==> src/rtl/regfile_mp_if.sv <==
// Bundle of read, write and scoreboard signals between decode/writeback and regfile_mp.
// The master side drives addresses, write data and SB_SET. The slave side returns read data, BUSY and the debug taps.
interface regfile_mp_if #(
    parameter int DATA_W = 32,
    parameter int ADDR_W = 5,
    parameter int NREAD  = 2
);
    logic [NREAD*ADDR_W-1:0] RA;
    logic [NREAD*DATA_W-1:0] RD;
    logic [NREAD-1:0]        BUSY;
    logic                    WE0;
    logic [ADDR_W-1:0]       WA0;
    logic [DATA_W-1:0]       WD0;
    logic                    WE1;
    logic [ADDR_W-1:0]       WA1;
    logic [DATA_W-1:0]       WD1;
    logic                    SB_SET;
    logic [ADDR_W-1:0]       SB_SA;
    logic [DATA_W-1:0]       A0;
    logic [DATA_W-1:0]       V0;
    logic [DATA_W-1:0]       RA_TAP;

    modport master (
        output RA, WE0, WA0, WD0, WE1, WA1, WD1, SB_SET, SB_SA,
        input  RD, BUSY, A0, V0, RA_TAP
    );

    modport slave (
        input  RA, WE0, WA0, WD0, WE1, WA1, WD1, SB_SET, SB_SA,
        output RD, BUSY, A0, V0, RA_TAP
    );
endinterface

==> src/rtl/regfile_mp.sv <==
// Multi-port GPR file with two write ports and optional write-through bypass.
// A per-register pending scoreboard tracks results still owed by long-latency units.
module regfile_mp #(
    parameter int DATA_W = 32,
    parameter int ADDR_W = 5,
    parameter int NREAD  = 2,
    parameter int BYPASS = 1
) (
    input  logic        CLK,
    input  logic        RST,
    regfile_mp_if.slave bus
);
    localparam int unsigned DEPTH = 2**ADDR_W;

    logic [DATA_W-1:0] mem_q [DEPTH];
    logic [DEPTH-1:0]  pend_q;
    logic [DEPTH-1:0]  pend_d;
    logic              we0_ok;
    logic              we1_ok;

    assign we0_ok = bus.WE0 && (bus.WA0 != '0);
    assign we1_ok = bus.WE1 && (bus.WA1 != '0);

    // The set is applied after the clear, so a same-cycle set on the same address wins.
    always_comb begin
        pend_d = pend_q;
        if (bus.WE1)    pend_d[bus.WA1]   = 1'b0;
        if (bus.SB_SET) pend_d[bus.SB_SA] = 1'b1;
        pend_d[0] = 1'b0;
    end

    always_ff @(posedge CLK or negedge RST) begin
        if (!RST) begin
            for (int unsigned i = 0; i < DEPTH; i++) mem_q[i] <= '0;
            pend_q <= '0;
        end else begin
            if (we0_ok) mem_q[bus.WA0] <= bus.WD0;
            // Port 1 is assigned last, so it overrides port 0 on an address clash.
            if (we1_ok) mem_q[bus.WA1] <= bus.WD1;
            pend_q <= pend_d;
        end
    end

    for (genvar g = 0; g < NREAD; g++) begin : g_rd
        logic [ADDR_W-1:0] ra;
        logic              hit0;
        logic              hit1;
        logic [DATA_W-1:0] rd;

        assign ra   = bus.RA[g*ADDR_W +: ADDR_W];
        assign hit1 = (BYPASS != 0) && we1_ok && (bus.WA1 == ra);
        assign hit0 = (BYPASS != 0) && we0_ok && (bus.WA0 == ra);

        always_comb begin
            rd = mem_q[ra];
            if (ra == '0)  rd = '0;
            else if (hit1) rd = bus.WD1;
            else if (hit0) rd = bus.WD0;
        end

        assign bus.RD[g*DATA_W +: DATA_W] = rd;
        // A register being written back by port 1 is forwarded, so it no longer stalls decode.
        assign bus.BUSY[g] = pend_q[ra] && (ra != '0) && !hit1;
    end

    assign bus.A0     = mem_q[ADDR_W'(4)];
    assign bus.V0     = mem_q[ADDR_W'(2)];
    assign bus.RA_TAP = mem_q[ADDR_W'(31)];
endmodule
==> src/flat_wrapper.sv <==
// flat-port wrapper written by rule: the top's interface ports become plain ports
module regfile_mp_flat 
#(
    parameter int DATA_W = 32,
    parameter int ADDR_W = 5,
    parameter int NREAD  = 2,
    parameter int BYPASS = 1
)
  (CLK, RST, bus_RA, bus_WE0, bus_WA0, bus_WD0, bus_WE1, bus_WA1, bus_WD1, bus_SB_SET, bus_SB_SA, bus_RD, bus_BUSY, bus_A0, bus_V0, bus_RA_TAP);
  regfile_mp_if #(.DATA_W(DATA_W), .ADDR_W(ADDR_W), .NREAD(NREAD)) bus_i ();
  input  logic CLK;
  input  logic RST;
  input wire logic [$bits(bus_i.RA)-1:0] bus_RA;
  input wire logic [$bits(bus_i.WE0)-1:0] bus_WE0;
  input wire logic [$bits(bus_i.WA0)-1:0] bus_WA0;
  input wire logic [$bits(bus_i.WD0)-1:0] bus_WD0;
  input wire logic [$bits(bus_i.WE1)-1:0] bus_WE1;
  input wire logic [$bits(bus_i.WA1)-1:0] bus_WA1;
  input wire logic [$bits(bus_i.WD1)-1:0] bus_WD1;
  input wire logic [$bits(bus_i.SB_SET)-1:0] bus_SB_SET;
  input wire logic [$bits(bus_i.SB_SA)-1:0] bus_SB_SA;
  output wire logic [$bits(bus_i.RD)-1:0] bus_RD;
  output wire logic [$bits(bus_i.BUSY)-1:0] bus_BUSY;
  output wire logic [$bits(bus_i.A0)-1:0] bus_A0;
  output wire logic [$bits(bus_i.V0)-1:0] bus_V0;
  output wire logic [$bits(bus_i.RA_TAP)-1:0] bus_RA_TAP;
  assign bus_i.RA = bus_RA;
  assign bus_i.WE0 = bus_WE0;
  assign bus_i.WA0 = bus_WA0;
  assign bus_i.WD0 = bus_WD0;
  assign bus_i.WE1 = bus_WE1;
  assign bus_i.WA1 = bus_WA1;
  assign bus_i.WD1 = bus_WD1;
  assign bus_i.SB_SET = bus_SB_SET;
  assign bus_i.SB_SA = bus_SB_SA;
  assign bus_RD = bus_i.RD;
  assign bus_BUSY = bus_i.BUSY;
  assign bus_A0 = bus_i.A0;
  assign bus_V0 = bus_i.V0;
  assign bus_RA_TAP = bus_i.RA_TAP;
  regfile_mp #(.DATA_W(DATA_W), .ADDR_W(ADDR_W), .NREAD(NREAD), .BYPASS(BYPASS)) u_core (.CLK(CLK), .RST(RST), .bus(bus_i));
endmodule
==> config.mk <==
export PLATFORM = sky130hd
export DESIGN_NAME = regfile_mp_flat
export DESIGN_NICKNAME = d
export VERILOG_FILES = /design/src/rtl/regfile_mp_if.sv /design/src/rtl/regfile_mp.sv /design/src/flat_wrapper.sv
export SDC_FILE = /design/constraint.sdc
export NUM_CORES = 2
export LEC_CHECK = 0
export BUFFER_PORTS_ARGS = -buffer_cell sky130_fd_sc_hd__buf_4
export CAP_MARGIN = 25
export CORE_MARGIN = 5
export CORE_UTILIZATION = 36
export CTS_BUF_LIST = sky130_fd_sc_hd__clkbuf_4 sky130_fd_sc_hd__clkbuf_8 sky130_fd_sc_hd__clkbuf_16
export CTS_CLUSTER_DIAMETER = 30
export DETAILED_ROUTE_END_ITERATION = 16
export PLACE_DENSITY_LB_ADDON = 0.1
export SYNTH_ARGS = -nofsm -noshare
export SYNTH_HDL_FRONTEND = slang
export SYNTH_SLANG_ARGS = --single-unit
==> constraint.sdc <==
create_clock -name CLK -period 2.2 [get_ports CLK]
set_clock_uncertainty 0.1 [all_clocks]
set_input_delay 0 -clock CLK [delete_from_list [all_inputs] [get_ports CLK]]
set_output_delay 0 -clock CLK [all_outputs]
set_load 0.005 [all_outputs]
* Word level (Yosys, flattened, before mapping)
Index checks and enable logic that the tools add are counted.
Word-level totals: flip-flop bits (word level) 1055, input port bits 94, output and inout bits 162
Operators by class: $lt $le $gt $ge 12, equal/unequal tests 4, multiplexer cells 30, bitwise gates (word level) 7, reductions and logical operators 22
Operators with widths (number):
- 1024-bit bitwise mux | 2
- 1024-bit two-way mux | 2
- 32-bit two-way mux | 14
- 32-bit binary-select mux with 5-bit select | 2
- 32-bit demux with 5-bit select | 2
- 32-bit bitwise AND | 1
- 32-bit inverter | 1
- 32-bit bitwise OR | 1
- 6-bit >= comparator (second input constant) | 4
- 5-bit by 6-bit < comparator with 1-bit output (second input constant) | 4
- 5-bit inverter with 6-bit output | 4
- 5-bit equality test | 4
- 5-bit nonzero test | 4
- 1-bit logical AND | 14
- 6-bit by 1-bit < comparator with 1-bit output (second input constant) | 2
- 1-bit binary-select mux with 5-bit select | 2
- 1-bit demux with 5-bit select | 2
- 5-bit by 1-bit >= comparator with 1-bit output (second input constant) | 2
- 5-bit logical NOT | 2
- 1-bit two-way mux | 4
- 1-bit logical NOT | 2

* Longest topological paths before layout
word-level depth 9, gate-level depth with buffers 12, gate-level depth less buffers 6

* Worst setup path before layout
OpenSTA, ideal clock, no wires.
kind in2out, start point input bus_RA[5], end point output bus_RD[57], arrival time 1865 ps, required time 2100 ps, path slack 235 ps, stages 8, cell sequence buf_2 buf_2 buf_4 mux4_2 a211oi_1 a21oi_1 a221oi_1 a21oi_1
Between the ends: longest elaborated chain between the ends 7, elaborated cells between the ends (all ways) 12, classes of those cells eq/ne: 2; mux: 6; bitwise: 1; reduce/logical: 3
RTL lines:
- start, declared | line flat_wrapper.sv:13 | input wire logic [$bits(bus_i.RA)-1:0] bus_RA;
- 5-bit inverter with 6-bit output (implied by the code) | line regfile_mp.sv:55 | rd = mem_q[ra];
- 32-bit binary-select mux with 5-bit select | line regfile_mp.sv:55
- 32-bit two-way mux (implied by the code) (2 in series) | line regfile_mp.sv:55
- 32-bit two-way mux | line regfile_mp.sv:58 | else if (hit0) rd = bus.WD0;
- 32-bit two-way mux | line regfile_mp.sv:57 | else if (hit1) rd = bus.WD1;
- 32-bit two-way mux * | line regfile_mp.sv:56 | if (ra == '0) rd = '0;
- end, declared | line flat_wrapper.sv:22 | output wire logic [$bits(bus_i.RD)-1:0] bus_RD;
Mark *: on every way between the ends. The rest lies on a longest branch, timed or not. The select of a mux whose other input is x is not followed.

* Final worst setup path
start point register u_core.mem_q[344] in the netlist's numbering, end point output bus_RD[24]
Between the ends: longest elaborated chain between the ends 6
RTL lines:
- start, declared | line regfile_mp.sv:15 | logic [DATA_W-1:0] mem_q [DEPTH];
- start signal, assigned by index | line regfile_mp.sv:37 | if (we0_ok) mem_q[bus.WA0] <= bus.WD0;
- start signal, assigned by index | line regfile_mp.sv:39 | if (we1_ok) mem_q[bus.WA1] <= bus.WD1;
- 32-bit binary-select mux with 5-bit select | line regfile_mp.sv:55
- 32-bit two-way mux (implied by the code) (2 in series) | line regfile_mp.sv:55
- 32-bit two-way mux | line regfile_mp.sv:58
- 32-bit two-way mux | line regfile_mp.sv:57
- 32-bit two-way mux | line regfile_mp.sv:56
No other way between the ends. The select of a mux whose other input is x is not followed.

==> out/metrics.cfg <==
[logic_synthesis]
synthArstFlopShare_pct = 100.0
syn_avg_cell_area_um2 = 10.24
synth_cell_types = 59
synth_flop_cell = dfrtp_1
synth_area_leaders = dfrtp_1 39%, mux2i_1 16%, mux4_2 15%
yosys_warnings = 0
synth_cells = 6596
synth_area_um2 = 67530
ys_ff_latch = 1055
synth_most_common_cell = mux2i_1
synth-edff-count = 0
ys_top_cells_by_count = 1090 x mux2i_1, 1055 x dfrtp_1, 615 x o21ai_0
yosysTopAreaCell = dfrtp_1
yosysSeqAreaShare_pct = 39.09
synth.top_cell.area_share_pct = 39.09

[critical_path]
criticalPathCategory = reg -> out
path_cells = mux4_2, mux4_2, mux2i_2, nor3_1, a21oi_1, a21oi_2, buf_4
crit_path_end_kind = primary output
reg2reg_depth = 5
cp_common_cell = mux4_2
critPathRequiredTime_ns = 2.10
crit_arrival_ns = 3.15
slowest_stage = mux4_2
r2r-end = u_core.bus.A0[6]
r2r-start = u_core.bus.A0[6]
reg2reg_setup_slack_ns = 0.54
max_stage_delay_ns = 0.55
crit_path_start_kind = flip-flop
critPathMaxFanout = 2

[clocking]
numCtsBuffers = 332
worstSkewPairLatency_ns = 0.93
cts.root.buffer_cell = clkbuf_16
cts.sinks = 1055
cts_tree = built
cts_buffer_depth = 4
path_clk_slew_ns = 0.04
htreeDepth = 5

[placed_design]
place_area_um2 = 77810
dp_hpwl_um = 216400
place_inst = 9243
portBuffers = 223
routabilityCongestion = 0.9258

[sta]
final_hold_viol_count = 1
rsz0062_at_grt = yes
setup_ws_ns = -1.053
fin_crit_sh_pct = 147.9
layout_min_cycle_time_ns = 3.253
holdWs_ns = -0.008867
finalSetupViolCount = 66
worst_slew_pin_slew_ns = 1.164
max_freq_mhz = 307.4
drv_slew = 0
relSlewSlack_pct = 22.41

[final_layout]
final_util_pct = 50.21
stdcell_area_um2 = 94000
drive_gt1_share_pct = 34.19
areaGrowthSynthToFinish_pct = 39.18
num-fill-cells = 16643
final_cells = 10076
layout.nets = 7415

[detailed_routing]
first_pass_iters = 6
drcViolationCount = 0
viasPerCell = 6.107
first_iter_violations = 7604
wire_per_inst_um = 33.71
vias = 61533
drtAntennaViolNets = 0
routed_wl_um = 339700

[outcome]
failed_checks = hold timing, setup timing
status = complete, but fails checks

[die]
die_x_um = 443.1
start_util_pct = 36.07
core_area_um2 = 187200
fp-row-count = 159
dieHeight_um = 443.1
io_pins = 256
die-area_um2 = 196400

[run]
maxCapViolations = 0

[min_path]
hold_end = u_core.pend_q[28]
hp-class = in -> reg
holdPathStages = 4
hold_start = bus_SB_SA[3]

[global_routing]
grt_pass1_vias = 60996
grt_use_total_pct = 33.51
antenna_found_initial = 11
globalRouteOverflowTotal = 0
grt_max_degree = 75
grt_pass1_wl_um = 476200

[power_and_ir_drop]
cellLeakagePower_nw = 41.37
power_density_nw_per_um2 = 1080
ir_drop_v = 0.0008288

worst max-delay path, delay by kind of cell, from the launching register on:
kind                   cells  cell delay [ns]
AO/OA/AOI/OAI              2             0.31
buffers and inverters      1             0.16
flip-flops                 1             0.39
multiplexers               3             1.30
AND/OR/NAND/NOR            1             0.07
per-stage QoR:
| step | power [W] | setup TNS [ns] | hold slack [ns] | setup WS, ns |
|---|---|---|---|---|
| 2_1_floorplan | 0.04000 | 0 | -0.3956 | 0.2347 |
| 3_3_place_gp | 0.04890 | -22.59 | -0.1381 | -1.002 |
| 3_5_place_dp | 0.04937 | -19.27 | -0.1341 | -0.5278 |
| 4_1_cts | 0.1008 | -50.53 | 0.001147 | -1.037 |
| 5_1_grt | 0.1049 | -50.96 | 0.008394 | -1.070 |
| 6_report | 0.1015 | -46.63 | -0.008867 | -1.053 |
routing by layer:
| metal | vias to the layer above | share of wire, % | track usage, % |
|---|---|---|---|
| li1 | 25672 | - | - |
| met1 | 31398 | 41 | 45.60 |
| met2 | 3669 | 45 | 50.69 |
| met3 | 794 | 9.2 | 7.225 |
| met4 | 0 | 5.2 | 16.55 |
| met5 | - | 0 | 0 |
worst max-delay path by stage:
stage / end / from / cells past startpoint / slack [ns]
4_1_cts: bus_RD[24] / u_core.mem_q[344] / 7 / -1.04
3_5_place_dp: bus_RD[21] / bus_WA1[3] / 8 / -0.53
6_report: bus_RD[24] / u_core.mem_q[344] / 7 / -1.05
3_3_place_gp: bus_RD[6] / bus_RA[1] / 12 / -1.00
2_1_floorplan: bus_RD[57] / bus_RA[5] / 8 / 0.23
5_1_grt: bus_RD[24] / u_core.mem_q[792] / 7 / -1.07
power breakdown:
part	internal, W	total [W]	leakage (nW)	switching (W)
Combinational	0.0124	0.0234	22.7	0.0110
Sequential	0.0245	0.0287	12.9	0.00424
Clock	0.0355	0.0494	5.78	0.0138
Total	0.0724	0.101	41.4	0.0290
layout make-up:
type                            count  area, um2  area share, %
Timing Repair Buffer             1323      13770          14.65
Clock buffer                      465       9871          10.50
Inverter                           18      67.56        0.07188
Clock inverter                    120       1715          1.825
Sequential cell                  1055      26410          28.09
Multi-Input combinational cell   4591      39020          41.52
Antenna cell                        9      22.52        0.02396
Tap cell                         2495       3122          3.321
sequential cells by signal (all words and copies together) (netlist names):
name	count
u_core.bus.A0	32
u_core.mem_q	960
u_core.pend_q	31
u_core.bus.V0	32
placed cells by master, fill, tap and decap left out, types with 38 or more instances in the layout:
cell           count
mux2i_1         1072
dfrtp_1         1051
buf_4            828
o21ai_0          582
nand2_1          569
a21oi_1          523
nor2_1           513
mux4_2           458
clkbuf_16        344
buf_12           235
dlygate4sd3_1    173
a32oi_1          137
clkbuf_8          66
buf_6             64
clkbuf_4          59
clkinv_2          54
a22oi_2           45
bufinv_16         41
a211oi_2          38
kinds of logic after synthesis:
group                  Yosys count  share of synthesized area (%)
multiplexers                  1559                          31.62
flip-flops                    1055                          39.09
AO/OA/AOI/OAI                 1625                          13.97
other                            1                       0.005553
XOR/XNOR                        20                         0.2594
AND/OR/NAND/NOR               1355                          8.367
buffers and inverters          981                          6.686
repair_timing:
| item | CTS | global route |
|---|---|---|
| cloned | 0 | 2 |
| setup endpoints to repair | 66 | 159 |
| hold buffers | 187 | 2 |
| pin swaps | 194 | 66 |
| endpoints found under the hold margin | 2078 | 2 |
| resized for setup | 350 | 117 |
| buffers inserted | 46 | 27 |
No activity file was read; power rests on OpenSTA's default activity.
